`config.mk`:
```
export PLATFORM = sky130hd
export DESIGN_NAME = hnull_arb2
export DESIGN_NICKNAME = d
export VERILOG_FILES = /design/src/rtl/hnull_arb2.sv
export SDC_FILE = /design/constraint.sdc
export NUM_CORES = 1
export LEC_CHECK = 0
export ABC_CLOCK_PERIOD_IN_PS = 2000
export BUFFER_PORTS_ARGS = -buffer_cell sky130_fd_sc_hd__buf_2
export CORE_UTILIZATION = 45
export DETAILED_ROUTE_END_ITERATION = 8
export PLACE_DENSITY = 0.83
export SYNTH_ARGS = -nofsm -noshare
export SYNTH_HDL_FRONTEND = slang
export SYNTH_SLANG_ARGS = --single-unit
```
`constraint.sdc`:
```
create_clock -name gch_clk -period 2 [get_ports gch_clk]
set_input_delay 0.4 -clock gch_clk [delete_from_list [all_inputs] [get_ports gch_clk]]
set_output_delay 0.4 -clock gch_clk [all_outputs]
set_load 0.05 [all_outputs]
```
`src/rtl/hnull_arb2.sv`:
```
// hnull_arb2 - two-input, one-output round-robin channel arbiter.
//
// Merges two upstream 4-phase req/ack channels (rcv0, rcv1) onto one
// downstream channel (snd0). The winner's src/dst/dat/red are latched when it
// is granted and held until the next grant. Input requests are debounced:
// a req counts as checked only after RCV_REQ_CKS consecutive high cycles.
//
// Ports:
//   gch_clk, gch_reset      clock, synchronous active-high reset
//   gch_ready               block initialised and both debouncers ready
//   rcvN_req/rcvN_ack_out   input N handshake (N = 0, 1)
//   rcvN_src/dst/dat/red    input N packet fields
//   snd0_req_out/snd0_ack   output handshake
//   snd0_src/dst/dat/red    latched packet fields of the granted input
//   err0_error/src/dst/dat  protocol error report (src is MY_LOCAL_ADDR)
//
// Optional feature macro: HARB_PROTO_CHK_EN
//   Defined   - sticky protocol checker drives err0_error/dst/dat.
//   Undefined - err0_error/dst/dat tie to 0 and no checker is built.

`ifndef NS_ADDRESS_SIZE
`define NS_ADDRESS_SIZE 6
`endif
`ifndef NS_DATA_SIZE
`define NS_DATA_SIZE 4
`endif
`ifndef NS_REDUN_SIZE
`define NS_REDUN_SIZE 4
`endif
`ifndef NS_REQ_CKS
`define NS_REQ_CKS 2
`endif

module hnull_arb2 #(
  parameter int unsigned MY_LOCAL_ADDR = 0,
  parameter int unsigned ASZ           = `NS_ADDRESS_SIZE,
  parameter int unsigned DSZ           = `NS_DATA_SIZE,
  parameter int unsigned RSZ           = `NS_REDUN_SIZE,
  parameter int unsigned RCV_REQ_CKS   = `NS_REQ_CKS,
  parameter int unsigned FIRST_PRI     = 0
) (
  input  logic           gch_clk,
  input  logic           gch_reset,
  output logic           gch_ready,

  input  logic           rcv0_req,
  output logic           rcv0_ack_out,
  input  logic [ASZ-1:0] rcv0_src,
  input  logic [ASZ-1:0] rcv0_dst,
  input  logic [DSZ-1:0] rcv0_dat,
  input  logic [RSZ-1:0] rcv0_red,

  input  logic           rcv1_req,
  output logic           rcv1_ack_out,
  input  logic [ASZ-1:0] rcv1_src,
  input  logic [ASZ-1:0] rcv1_dst,
  input  logic [DSZ-1:0] rcv1_dat,
  input  logic [RSZ-1:0] rcv1_red,

  output logic           snd0_req_out,
  input  logic           snd0_ack,
  output logic [ASZ-1:0] snd0_src,
  output logic [ASZ-1:0] snd0_dst,
  output logic [DSZ-1:0] snd0_dat,
  output logic [RSZ-1:0] snd0_red,

  output logic           err0_error,
  output logic [ASZ-1:0] err0_src,
  output logic [ASZ-1:0] err0_dst,
  output logic [DSZ-1:0] err0_dat
);

  typedef enum logic [1:0] {StIdle, StSend, StRelease} state_e;

  // Counter wide enough to hold RCV_REQ_CKS; saturates there.
  localparam int unsigned CW = (RCV_REQ_CKS < 1) ? 1 : $clog2(RCV_REQ_CKS + 1);
  localparam logic [CW-1:0] CksVal = CW'(RCV_REQ_CKS);
  localparam logic PriInit = FIRST_PRI[0];

  // ---------------------------------------------------------------------------
  // Request debouncers
  // ---------------------------------------------------------------------------
  logic [1:0]         w_req;
  logic [1:0]         w_ckd;
  logic [1:0][CW-1:0] r_cnt;
  logic [1:0]         r_db_rdy;

  assign w_req = {rcv1_req, rcv0_req};

  always_ff @(posedge gch_clk) begin
    if (gch_reset) begin
      r_cnt    <= '0;
      r_db_rdy <= 2'b00;
    end else begin
      r_db_rdy <= 2'b11;
      for (int i = 0; i < 2; i++) begin
        if (!w_req[i]) begin
          r_cnt[i] <= '0;
        end else if (r_cnt[i] != CksVal) begin
          r_cnt[i] <= r_cnt[i] + CW'(1);
        end
      end
    end
  end

  always_comb begin
    for (int i = 0; i < 2; i++) begin
      w_ckd[i] = (r_cnt[i] == CksVal);
    end
  end

  // ---------------------------------------------------------------------------
  // Arbiter state
  // ---------------------------------------------------------------------------
  logic           r_rdy;
  state_e         r_state, w_state_nxt;
  logic           r_grant, w_grant_nxt;
  logic           r_pri, w_pri_nxt;
  logic           r_snd_req, w_snd_req_nxt;
  logic [1:0]     r_ack, w_ack_nxt;
  logic [ASZ-1:0] r_src, w_src_nxt;
  logic [ASZ-1:0] r_dst, w_dst_nxt;
  logic [DSZ-1:0] r_dat, w_dat_nxt;
  logic [RSZ-1:0] r_red, w_red_nxt;

  // State is cleared during reset and again in the first cycle after it.
  logic w_clear;
  assign w_clear = gch_reset || !r_rdy;

  // Winner when both are checked is the priority holder; otherwise whichever
  // is checked (rcv1 only if rcv0 is not).
  logic           w_win;
  logic [ASZ-1:0] w_in_src, w_in_dst;
  logic [DSZ-1:0] w_in_dat;
  logic [RSZ-1:0] w_in_red;

  always_comb begin
    w_win    = (w_ckd == 2'b11) ? r_pri : w_ckd[1];
    w_in_src = w_win ? rcv1_src : rcv0_src;
    w_in_dst = w_win ? rcv1_dst : rcv0_dst;
    w_in_dat = w_win ? rcv1_dat : rcv0_dat;
    w_in_red = w_win ? rcv1_red : rcv0_red;
  end

  always_comb begin
    w_state_nxt   = r_state;
    w_grant_nxt   = r_grant;
    w_pri_nxt     = r_pri;
    w_snd_req_nxt = r_snd_req;
    w_ack_nxt     = r_ack;
    w_src_nxt     = r_src;
    w_dst_nxt     = r_dst;
    w_dat_nxt     = r_dat;
    w_red_nxt     = r_red;

    unique case (r_state)
      StIdle: begin
        if (|w_ckd) begin
          w_src_nxt     = w_in_src;
          w_dst_nxt     = w_in_dst;
          w_dat_nxt     = w_in_dat;
          w_red_nxt     = w_in_red;
          w_grant_nxt   = w_win;
          w_snd_req_nxt = 1'b1;
          w_state_nxt   = StSend;
        end
      end
      StSend: begin
        if (snd0_ack) begin
          w_snd_req_nxt      = 1'b0;
          w_ack_nxt[r_grant] = 1'b1;
          w_state_nxt        = StRelease;
        end
      end
      StRelease: begin
        // Wait for both sides of the 4-phase handshake to return to zero.
        if (!snd0_ack && !w_ckd[r_grant]) begin
          w_ack_nxt[r_grant] = 1'b0;
          w_pri_nxt          = ~r_grant;
          w_state_nxt        = StIdle;
        end
      end
      default: begin
        w_state_nxt = StIdle;
      end
    endcase
  end

  always_ff @(posedge gch_clk) begin
    r_rdy <= !gch_reset;
    if (w_clear) begin
      r_state   <= StIdle;
      r_grant   <= 1'b0;
      r_pri     <= PriInit;
      r_snd_req <= 1'b0;
      r_ack     <= 2'b00;
      r_src     <= '0;
      r_dst     <= '0;
      r_dat     <= '0;
      r_red     <= '0;
    end else begin
      r_state   <= w_state_nxt;
      r_grant   <= w_grant_nxt;
      r_pri     <= w_pri_nxt;
      r_snd_req <= w_snd_req_nxt;
      r_ack     <= w_ack_nxt;
      r_src     <= w_src_nxt;
      r_dst     <= w_dst_nxt;
      r_dat     <= w_dat_nxt;
      r_red     <= w_red_nxt;
    end
  end

  // ---------------------------------------------------------------------------
  // Protocol checker
  // ---------------------------------------------------------------------------
`ifdef HARB_PROTO_CHK_EN
  logic           r_err, w_err_nxt;
  logic [ASZ-1:0] r_err_dst, w_err_dst_nxt;
  logic [DSZ-1:0] r_err_dat, w_err_dat_nxt;

  // Sticky: the first violation's code and dst are kept until reset.
  always_comb begin
    w_err_nxt     = r_err;
    w_err_dst_nxt = r_err_dst;
    w_err_dat_nxt = r_err_dat;
    if (!r_err) begin
      if (r_state == StIdle && snd0_ack) begin
        w_err_nxt     = 1'b1;
        w_err_dst_nxt = '0;
        w_err_dat_nxt = DSZ'(1);
      end else if (r_state == StSend && !w_req[r_grant]) begin
        w_err_nxt     = 1'b1;
        w_err_dst_nxt = r_dst;
        w_err_dat_nxt = DSZ'(2);
      end
    end
  end

  always_ff @(posedge gch_clk) begin
    if (w_clear) begin
      r_err     <= 1'b0;
      r_err_dst <= '0;
      r_err_dat <= '0;
    end else begin
      r_err     <= w_err_nxt;
      r_err_dst <= w_err_dst_nxt;
      r_err_dat <= w_err_dat_nxt;
    end
  end

  assign err0_error = r_err;
  assign err0_dst   = r_err_dst;
  assign err0_dat   = r_err_dat;
`else
  assign err0_error = 1'b0;
  assign err0_dst   = '0;
  assign err0_dat   = '0;
`endif

  // ---------------------------------------------------------------------------
  // Outputs
  // ---------------------------------------------------------------------------
  assign gch_ready    = r_rdy && r_db_rdy[0] && r_db_rdy[1];
  assign rcv0_ack_out = r_ack[0];
  assign rcv1_ack_out = r_ack[1];
  assign snd0_req_out = r_snd_req;
  assign snd0_src     = r_src;
  assign snd0_dst     = r_dst;
  assign snd0_dat     = r_dat;
  assign snd0_red     = r_red;
  assign err0_src     = ASZ'(MY_LOCAL_ADDR);

endmodule

```
# == After elaboration in Yosys (flattened, before gate mapping) ==
# Cells that the tools add are included.
# word_totals
ff_bits,34
inputBits,45
output_inout_bits,41
elab_cells,73
# classes
add_sub_neg,2
n_lt_le_gt_ge,2
n_eq_ne,10
muxes,20
n_bitwise,6
n_reduce_logical,20
# ops
op,count
2-bit two-way mux,6
6-bit two-way mux,2
2-bit inequality test (second input constant),5
3-bit AND reduction,3
2-bit == test (second input constant),4
4-bit two-way mux,2
1-bit two-way mux,6
2-bit case mux with 3 select lines,1
2-bit OR reduction,3
2-bit by 1-bit adder with 2-bit output (second input constant),2
1-bit logical AND,4
1-bit logical NOT,4
2-bit case mux with 2 select lines,1
2-bit AND reduction,2
2-bit nonzero test,2
1-bit inverter,3
2-bit bitwise AND,1
2-bit by 1-bit == test with 1-bit output (second input constant),1
2-bit logical NOT,1
1-bit by 2-bit < comparator with 1-bit output (second input constant),1
2-bit inverter,1
2-bit bitwise OR,1
1-bit case mux with 2 select lines,1
1-bit demux with 1-bit select,1
other kinds (2),2

# == Longest topological paths before layout ==
# Gate-level depths: netlist of the first run.
# logic_depth
word_depth,8
mapped_depth,8
depth_no_buf,5

# == Worst setup path after synthesis of the first run ==
# OpenSTA, ideal clock, no wires.
# synth_timing
kind,flip-flop to flip-flop
from,reg r_cnt[2] (netlist bit)
to,"reg r_dat[3], in the netlist snd0_dat[3]"
setup_ps,91
arrival_time_ps,1495
required_time_ps,1909
slack_ps,414
path_stages_with_launch,9
path_buffers,3
synth_period_minus_slack_ps,1586
cell_sequence,dfxtp_1 > inv_1 > ha_1 > buf_6 > or2_1 > clkbuf_2 > and2_4 > buf_6 > a311oi_1
# synth_between
elab_chain_len,4
word_cells_on_any_way,6
classes_between,eq/ne: 2; mux: 2; reduce/logical: 2
# synth_lines
item,line_no,rtl
start: declaration,85,logic [1:0][CW-1:0] r_cnt;
start signal: indexed assignment,100,r_cnt[i] <= r_cnt[i] + CW'(1);
2-bit == test (*),108,w_ckd[i] = (r_cnt[i] == CksVal);
2-bit == test,138,w_win = (w_ckd == 2'b11) ? r_pri : w_ckd[1];
1-bit two-way mux,138,
4-bit two-way mux,141,w_in_dat = w_win ? rcv1_dat : rcv0_dat;
end signal: assignment,209,r_dat <= w_dat_nxt;
end: declaration,123,"logic [DSZ-1:0] r_dat, w_dat_nxt;"
# Every way passes the cells marked *; elsewhere a longest branch is shown, timed or not.
# A chain may end at the register's enable or synchronous reset.

# == Final worst setup path of the first run ==
# layout_timing
from,reg r_cnt[0] (netlist bit)
to,"reg r_dat[1], in the netlist snd0_dat[1]"
# Same word-level chain as after synthesis.

==> impl_metrics.env, run 1 <==
export IMPL_numCtsBuffers=5
export IMPL_port_buffers=68
export IMPL_slew_headroom=0.649
export IMPL_htreeDepth=2
export IMPL_rsz0062_at_grt="no"
export IMPL_overflow=0
export IMPL_fin_nets=309
export IMPL_grt_usage=0.221
export IMPL_critPathRequiredTime_ns=2.19
export IMPL_cts_resized=0
export IMPL_hp_class="in2reg"
export IMPL_cts_root_buf="clkbuf_8"
export IMPL_netSwitchingPower_uw=466
export IMPL_maxSlewViolCount=0
export IMPL_cpPeakStageDelay_ns=0.35
export IMPL_p_int_uw=1190
export IMPL_synth_top_flop_cell="dfxtp_1"
export IMPL_top_usage_layer="met2"
export IMPL_clock_power_share=0.411
export IMPL_yosysMostFrequentCell="dfxtp_1"
export IMPL_yosysUniqueCellTypes=32
export IMPL_n_antenna_cell=0
export IMPL_gp_congestion=0.765
export IMPL_rows=21
export IMPL_crit_family="compound AO/OA/AOI/OAI gates"
export IMPL_crit_chain="inv_1 -> ha_1 -> and3_1 -> buf_4 -> o21ai_0 -> a311oi_1"
export IMPL_grt_util_met1=0.268
export IMPL_cts_clk_slew_worst_paths_ns=0.07
export IMPL_via_per_inst=5.44
export IMPL_netlist_instances=197
export IMPL_dp_slack_ns=0.264
export IMPL_drc_errors=0
export IMPL_start_util=0.485
export IMPL_die_h_um=62.9
export IMPL_cts_setup_buffers=0
export IMPL_core_um2=3440
export IMPL_drt_total_wl_mm=4.09
export IMPL_p_comb_frac=0.185
export IMPL_layout_min_cycle_time_ns=1.77
export IMPL_drive_gt1_frac=0.355
export IMPL_ys_async_sr_fraction=0
export IMPL_worstSetupPathType="reg2reg"
export IMPL_outcome="complete, no violations"
export IMPL_first_global_vias=1510
export IMPL_cp_max_fo=14
export IMPL_synth_edff_count=0
export IMPL_ys_top_cells_by_area="dfxtp_1, a311oi_1, buf_4"
export IMPL_clock_fmax_mhz=566
export IMPL_setup_ws_ns=0.232
export IMPL_worstSetupEndpointType="register"
export IMPL_synth_top_area_frac=0.384
export IMPL_met3_usage=0.0529
export IMPL_clock_latency_ns=0.28
export IMPL_final_antenna_net_count=0
export IMPL_setup_tns_ns=0
export IMPL_swShare=0.282
export IMPL_num_vias=1676
export IMPL_period_share=0.884
export IMPL_synth_cell_area_um2=1670
export IMPL_crit_buf_inv=2
export IMPL_drt_initial_drc_count=191
export IMPL_tightest_slew_ns=0.525
export IMPL_first_pass_iters=4
export IMPL_syn_avg_cell_area_um2=8.47
export IMPL_hold_buffers=0
export IMPL_setup_viol=0
export IMPL_cts_sinks=32
export IMPL_powerDensity_nw_per_um2=791
export IMPL_antenna_found_initial=0
export IMPL_hold_viol=0
export IMPL_die_area_um2=3950
export IMPL_grt_max_degree=22
export IMPL_crit_arrival_ns=1.96
export IMPL_post_dp_hpwl_mm=2.90
export IMPL_skew_ns=0.00760
export IMPL_p_seq_frac=0.404
export IMPL_seq_area_frac_synth=0.384
export IMPL_wl_per_cell_um=13.3
export IMPL_p_leak_uw=0.000957
export IMPL_cts_tree="built"
export IMPL_met2_usage=0.371
export IMPL_synth_top_area_cell="dfxtp_1"
export IMPL_ys_ff_latch=32
export IMPL_cap_violations=0
export IMPL_cp_start_kind="register"
export IMPL_peakVddDrop_v=0.000415
export IMPL_yosys_top_cells_count="dfxtp_1, a21oi_1, nand3_1"
export IMPL_io_pins=86
export IMPL_worst_path_max_delay_cell="and3_1"
export IMPL_dieWidth_um=62.9
export IMPL_clk_path_buf_depth=2
export IMPL_yosys_warnings=0
export IMPL_grt_pass1_wl_mm=6.89
export IMPL_syn2layout_area_growth_pct=25.4
-- worst register-to-register path, cell delays in order (launching register included) --
cell	delay [ns]
dfxtp_1	0.32
inv_1	0.06
ha_1	0.33
and3_1	0.35
buf_4	0.23
o21ai_0	0.10
a311oi_1	0.29
-- area by class of cell --
cell class | count | area (um^2)
fillers | 329 | 1350
repair buffers | 77 | 408
multi-input cells | 141 | 843
clock inverters | 1 | 30.0
flip-flops and latches | 32 | 641
inverters | 4 | 15.0
clock buffers | 7 | 96.3
well taps | 46 | 57.6
-- worst paths after layout --
check / from / depth (start not counted) / endpoint / slack, ns
setup / recovery: r_cnt[0]$_SDFFE_PP0N_ / 6 / snd0_dat[1]$_SDFFE_PP0P_ / 0.23
hold / removal: gch_reset / 2 / r_rdy$_DFF_P_ / 0.32
setup reg to reg: r_cnt[0]$_SDFFE_PP0N_ / 6 / snd0_dat[1]$_SDFFE_PP0P_ / 0.23
hold reg to reg: snd0_req_out$_SDFFE_PP0P_ / 2 / snd0_req_out$_SDFFE_PP0P_ / 0.47
-- per-stage QoR --
step	std cells	cell area, um^2	hold slack (ns)	power, uW	utilization
2_1_floorplan	213	1730	0.454	938	-
3_3_place_gp	300	1960	0.449	984	0.571
3_5_place_dp	300	1960	0.452	988	0.571
4_1_cts	308	2090	0.314	1670	0.607
5_1_grt	308	2090	0.342	1720	0.607
6_report	308	2090	0.320	1650	0.607
-- layer usage --
metal	wire, um	up-vias
li1	-	817
met1	1790	762
met2	1930	93
met3	342	4
met4	38	0
met5	0	-
-- registers in the layout (all words and copies together), names as in the netlist, named ones only --
register and cells:
r_grant 1, r_cnt 4, r_state 2, snd0_red 4
snd0_src 6, r_pri 1, snd0_req_out 1, r_rdy 1
snd0_dst 6, snd0_dat 4
-- cells by family after synthesis --
kind of cell,share of synthesized area
AOI/OAI and AO/OA,0.302
xor gates and xnor gates,0.0105
adders and majority gates,0.0225
buffers and inverters,0.146
DFF,0.384
muxes,0.00675
other,0.00225
and+or+nand+nor,0.126
-- power groups by stage --
stage,logic (uW),registers [uW],clock network (uW)
after floorplan,209,729,0
after global placement,302,682,0
after detailed placement,306,683,0
after CTS,306,668,691
after global routing,330,671,722
final,306,669,679
-- layout by cell type (no fill, tap or decap), types with 2 or more instances in the layout --
master,count
buf_4,9
a21oi_1,26
inv_1,4
nand3_1,21
buf_2,68
a311oi_1,18
conb_1,17
ha_1,3
nand2_1,5
o21ai_1,2
clkbuf_8,7
a311oi_2,3
dfxtp_1,32
nor2_1,9
or3b_2,2
o21ai_0,19
o21a_1,2
xor2_1,2
Power figures use the tool's default switching activity.
==> run 2, diff against run 1 <==
--- a/config.mk
+++ b/config.mk
@@ -7,9 +7,11 @@
 export LEC_CHECK = 0
 export ABC_CLOCK_PERIOD_IN_PS = 2000
 export BUFFER_PORTS_ARGS = -buffer_cell sky130_fd_sc_hd__buf_2
-export CORE_UTILIZATION = 45
+export CELL_PAD_IN_SITES_DETAIL_PLACEMENT = 1
+export CELL_PAD_IN_SITES_GLOBAL_PLACEMENT = 2
+export CORE_UTILIZATION = 24
 export DETAILED_ROUTE_END_ITERATION = 8
-export PLACE_DENSITY = 0.83
+export PLACE_DENSITY = 0.82
 export SYNTH_ARGS = -nofsm -noshare
 export SYNTH_HDL_FRONTEND = slang
 export SYNTH_SLANG_ARGS = --single-unit
==> impl_metrics.env, run 2 (same netlist as run 1, synthesis figures left out) <==
export IMPL_overflow=0
export IMPL_via_per_inst=4.79
export IMPL_dp_slack_ns=0.226
export IMPL_cap_violations=0
export IMPL_rsz0062_at_grt="no"
export IMPL_first_global_vias=1606
export IMPL_clock_fmax_mhz=569
export IMPL_top_usage_layer="met2"
export IMPL_final_cell_mix="buf_2, dfxtp_1, a21oi_1, nand3_1, o21ai_0"
export IMPL_setup_tns_ns=0
export IMPL_clock_latency_ns=0.29
export IMPL_num_vias=1633
export IMPL_numCtsBuffers=5
export IMPL_p_total_uw=1600
export IMPL_start_util=0.247
export IMPL_outcome="complete, no violations"
export IMPL_drive_gt1_frac=0.352
export IMPL_swShare=0.300
export IMPL_hold_buffers=0
export IMPL_cp_max_fo=21
export IMPL_crit_chain="inv_1 -> ha_1 -> a21bo_2 -> nand3_1 -> a311oi_1"
export IMPL_worstSetupEndpointType="register"
export IMPL_grt_usage=0.140
export IMPL_layout_commonest_cell="buf_2"
export IMPL_met2_usage=0.232
export IMPL_fin_nets=308
export IMPL_port_buffers=68
export IMPL_cts_setup_buffers=0
export IMPL_core_um2=6760
export IMPL_n_antenna_cell=0
export IMPL_hold_start="gch_reset"
export IMPL_post_dp_hpwl_mm=3.61
export IMPL_skew_ns=0.00673
export IMPL_placed_cells=333
export IMPL_critPathRequiredTime_ns=2.20
export IMPL_cts_resized=0
export IMPL_r2r_start="r_cnt[0]$_SDFFE_PP0N_"
export IMPL_cp_depth=5
export IMPL_netSwitchingPower_uw=479
export IMPL_grt_max_degree=26
export IMPL_setup_viol=0
export IMPL_hold_viol=0
export IMPL_hp_class="in2reg"
export IMPL_final_antenna_net_count=0
export IMPL_maxSlewViolCount=0
export IMPL_die_h_um=85.4
export IMPL_clock_power_share=0.387
export IMPL_clk_path_buf_depth=2
export IMPL_worst_path_max_delay_cell="a21bo_2"
export IMPL_gp_congestion=0.715
export IMPL_powerDensity_nw_per_um2=757
export IMPL_htreeDepth=2
export IMPL_cts_clk_slew_worst_paths_ns=0.07
export IMPL_hold_end="r_rdy$_DFF_P_"
export IMPL_p_comb_frac=0.194
export IMPL_rows=30
export IMPL_die_area_um2=7290
export IMPL_cts_tree="built"
export IMPL_grt_util_met1=0.176
export IMPL_worstHoldPathCells=2
export IMPL_period_share=0.879
export IMPL_cpPeakStageDelay_ns=0.49
export IMPL_crit_family="compound AO/OA/AOI/OAI gates"
export IMPL_p_seq_frac=0.420
export IMPL_cts_root_buf="clkbuf_8"
export IMPL_antenna_found_initial=0
export IMPL_cp_start_kind="register"
export IMPL_setup_ws_ns=0.241
export IMPL_drt_total_wl_mm=5.00
export IMPL_first_pass_iters=4
export IMPL_stdcell_count=341
export IMPL_worstSetupPathType="reg2reg"
export IMPL_syn2layout_area_growth_pct=26.5
export IMPL_drc_errors=0
export IMPL_drt_initial_drc_count=47
export IMPL_met3_usage=0.0379
export IMPL_io_pins=86
export IMPL_ff2ff_path_depth=5
export IMPL_peakVddDrop_v=0.000210
export IMPL_layout_min_cycle_time_ns=1.76
export IMPL_grt_pass1_wl_mm=7.87
export IMPL_p_int_uw=1120
export IMPL_rr_endpoint="snd0_red[2]$_SDFFE_PP0P_"
export IMPL_wl_per_cell_um=14.7
export IMPL_p_leak_uw=0.000944
export IMPL_dieWidth_um=85.4
export IMPL_crit_arrival_ns=1.96
export IMPL_cts_sinks=32
export IMPL_r2r_slack_ns=0.24
export IMPL_crit_buf_inv=1
run 2: how the worst max path moves through the flow:
stage / start / endpoint
2_1_floorplan: r_cnt[2]$_SDFFE_PP0P_ / snd0_dat[3]$_SDFFE_PP0P_
3_3_place_gp: r_cnt[0]$_SDFFE_PP0N_ / snd0_src[5]$_SDFFE_PP0P_
3_5_place_dp: r_cnt[0]$_SDFFE_PP0N_ / snd0_red[2]$_SDFFE_PP0P_
4_1_cts: r_cnt[0]$_SDFFE_PP0N_ / snd0_red[2]$_SDFFE_PP0P_
5_1_grt: r_cnt[0]$_SDFFE_PP0N_ / snd0_dat[3]$_SDFFE_PP0P_
6_report: r_cnt[0]$_SDFFE_PP0N_ / snd0_red[2]$_SDFFE_PP0P_
run 2: power by group through the flow:
stage | clock network [uW] | registers [uW] | logic [uW]
after CTS | 635 | 670 | 313
after detailed placement | 0 | 684 | 312
after global routing | 671 | 672 | 335
after floorplan | 0 | 729 | 209
final | 617 | 670 | 309
after global placement | 0 | 684 | 307
run 2: area by class of cell:
type	instances	area, um^2
clock buffer	6	72.6
clock inverter	2	35.0
sequential	32	641
fill	831	4650
inverter	4	15.0
tap	80	100
multi-input combinational	141	846
timing repair buffer	76	400
run 2: per-stage QoR:
stage	area, um^2	utilization	hold slack, ns
2_1_floorplan	1730	-	0.454
3_3_place_gp	2000	0.296	0.445
3_5_place_dp	2000	0.296	0.462
4_1_cts	2110	0.312	0.315
5_1_grt	2110	0.312	0.326
6_report	2110	0.312	0.320
run 2: layer usage:
metal,wire length [um],share of wire,vias to the layer above
met3,237,0.047,6
met1,2320,0.46,763
met5,0,0,-
li1,-,-,817
met2,2390,0.48,47
met4,53,0.011,0
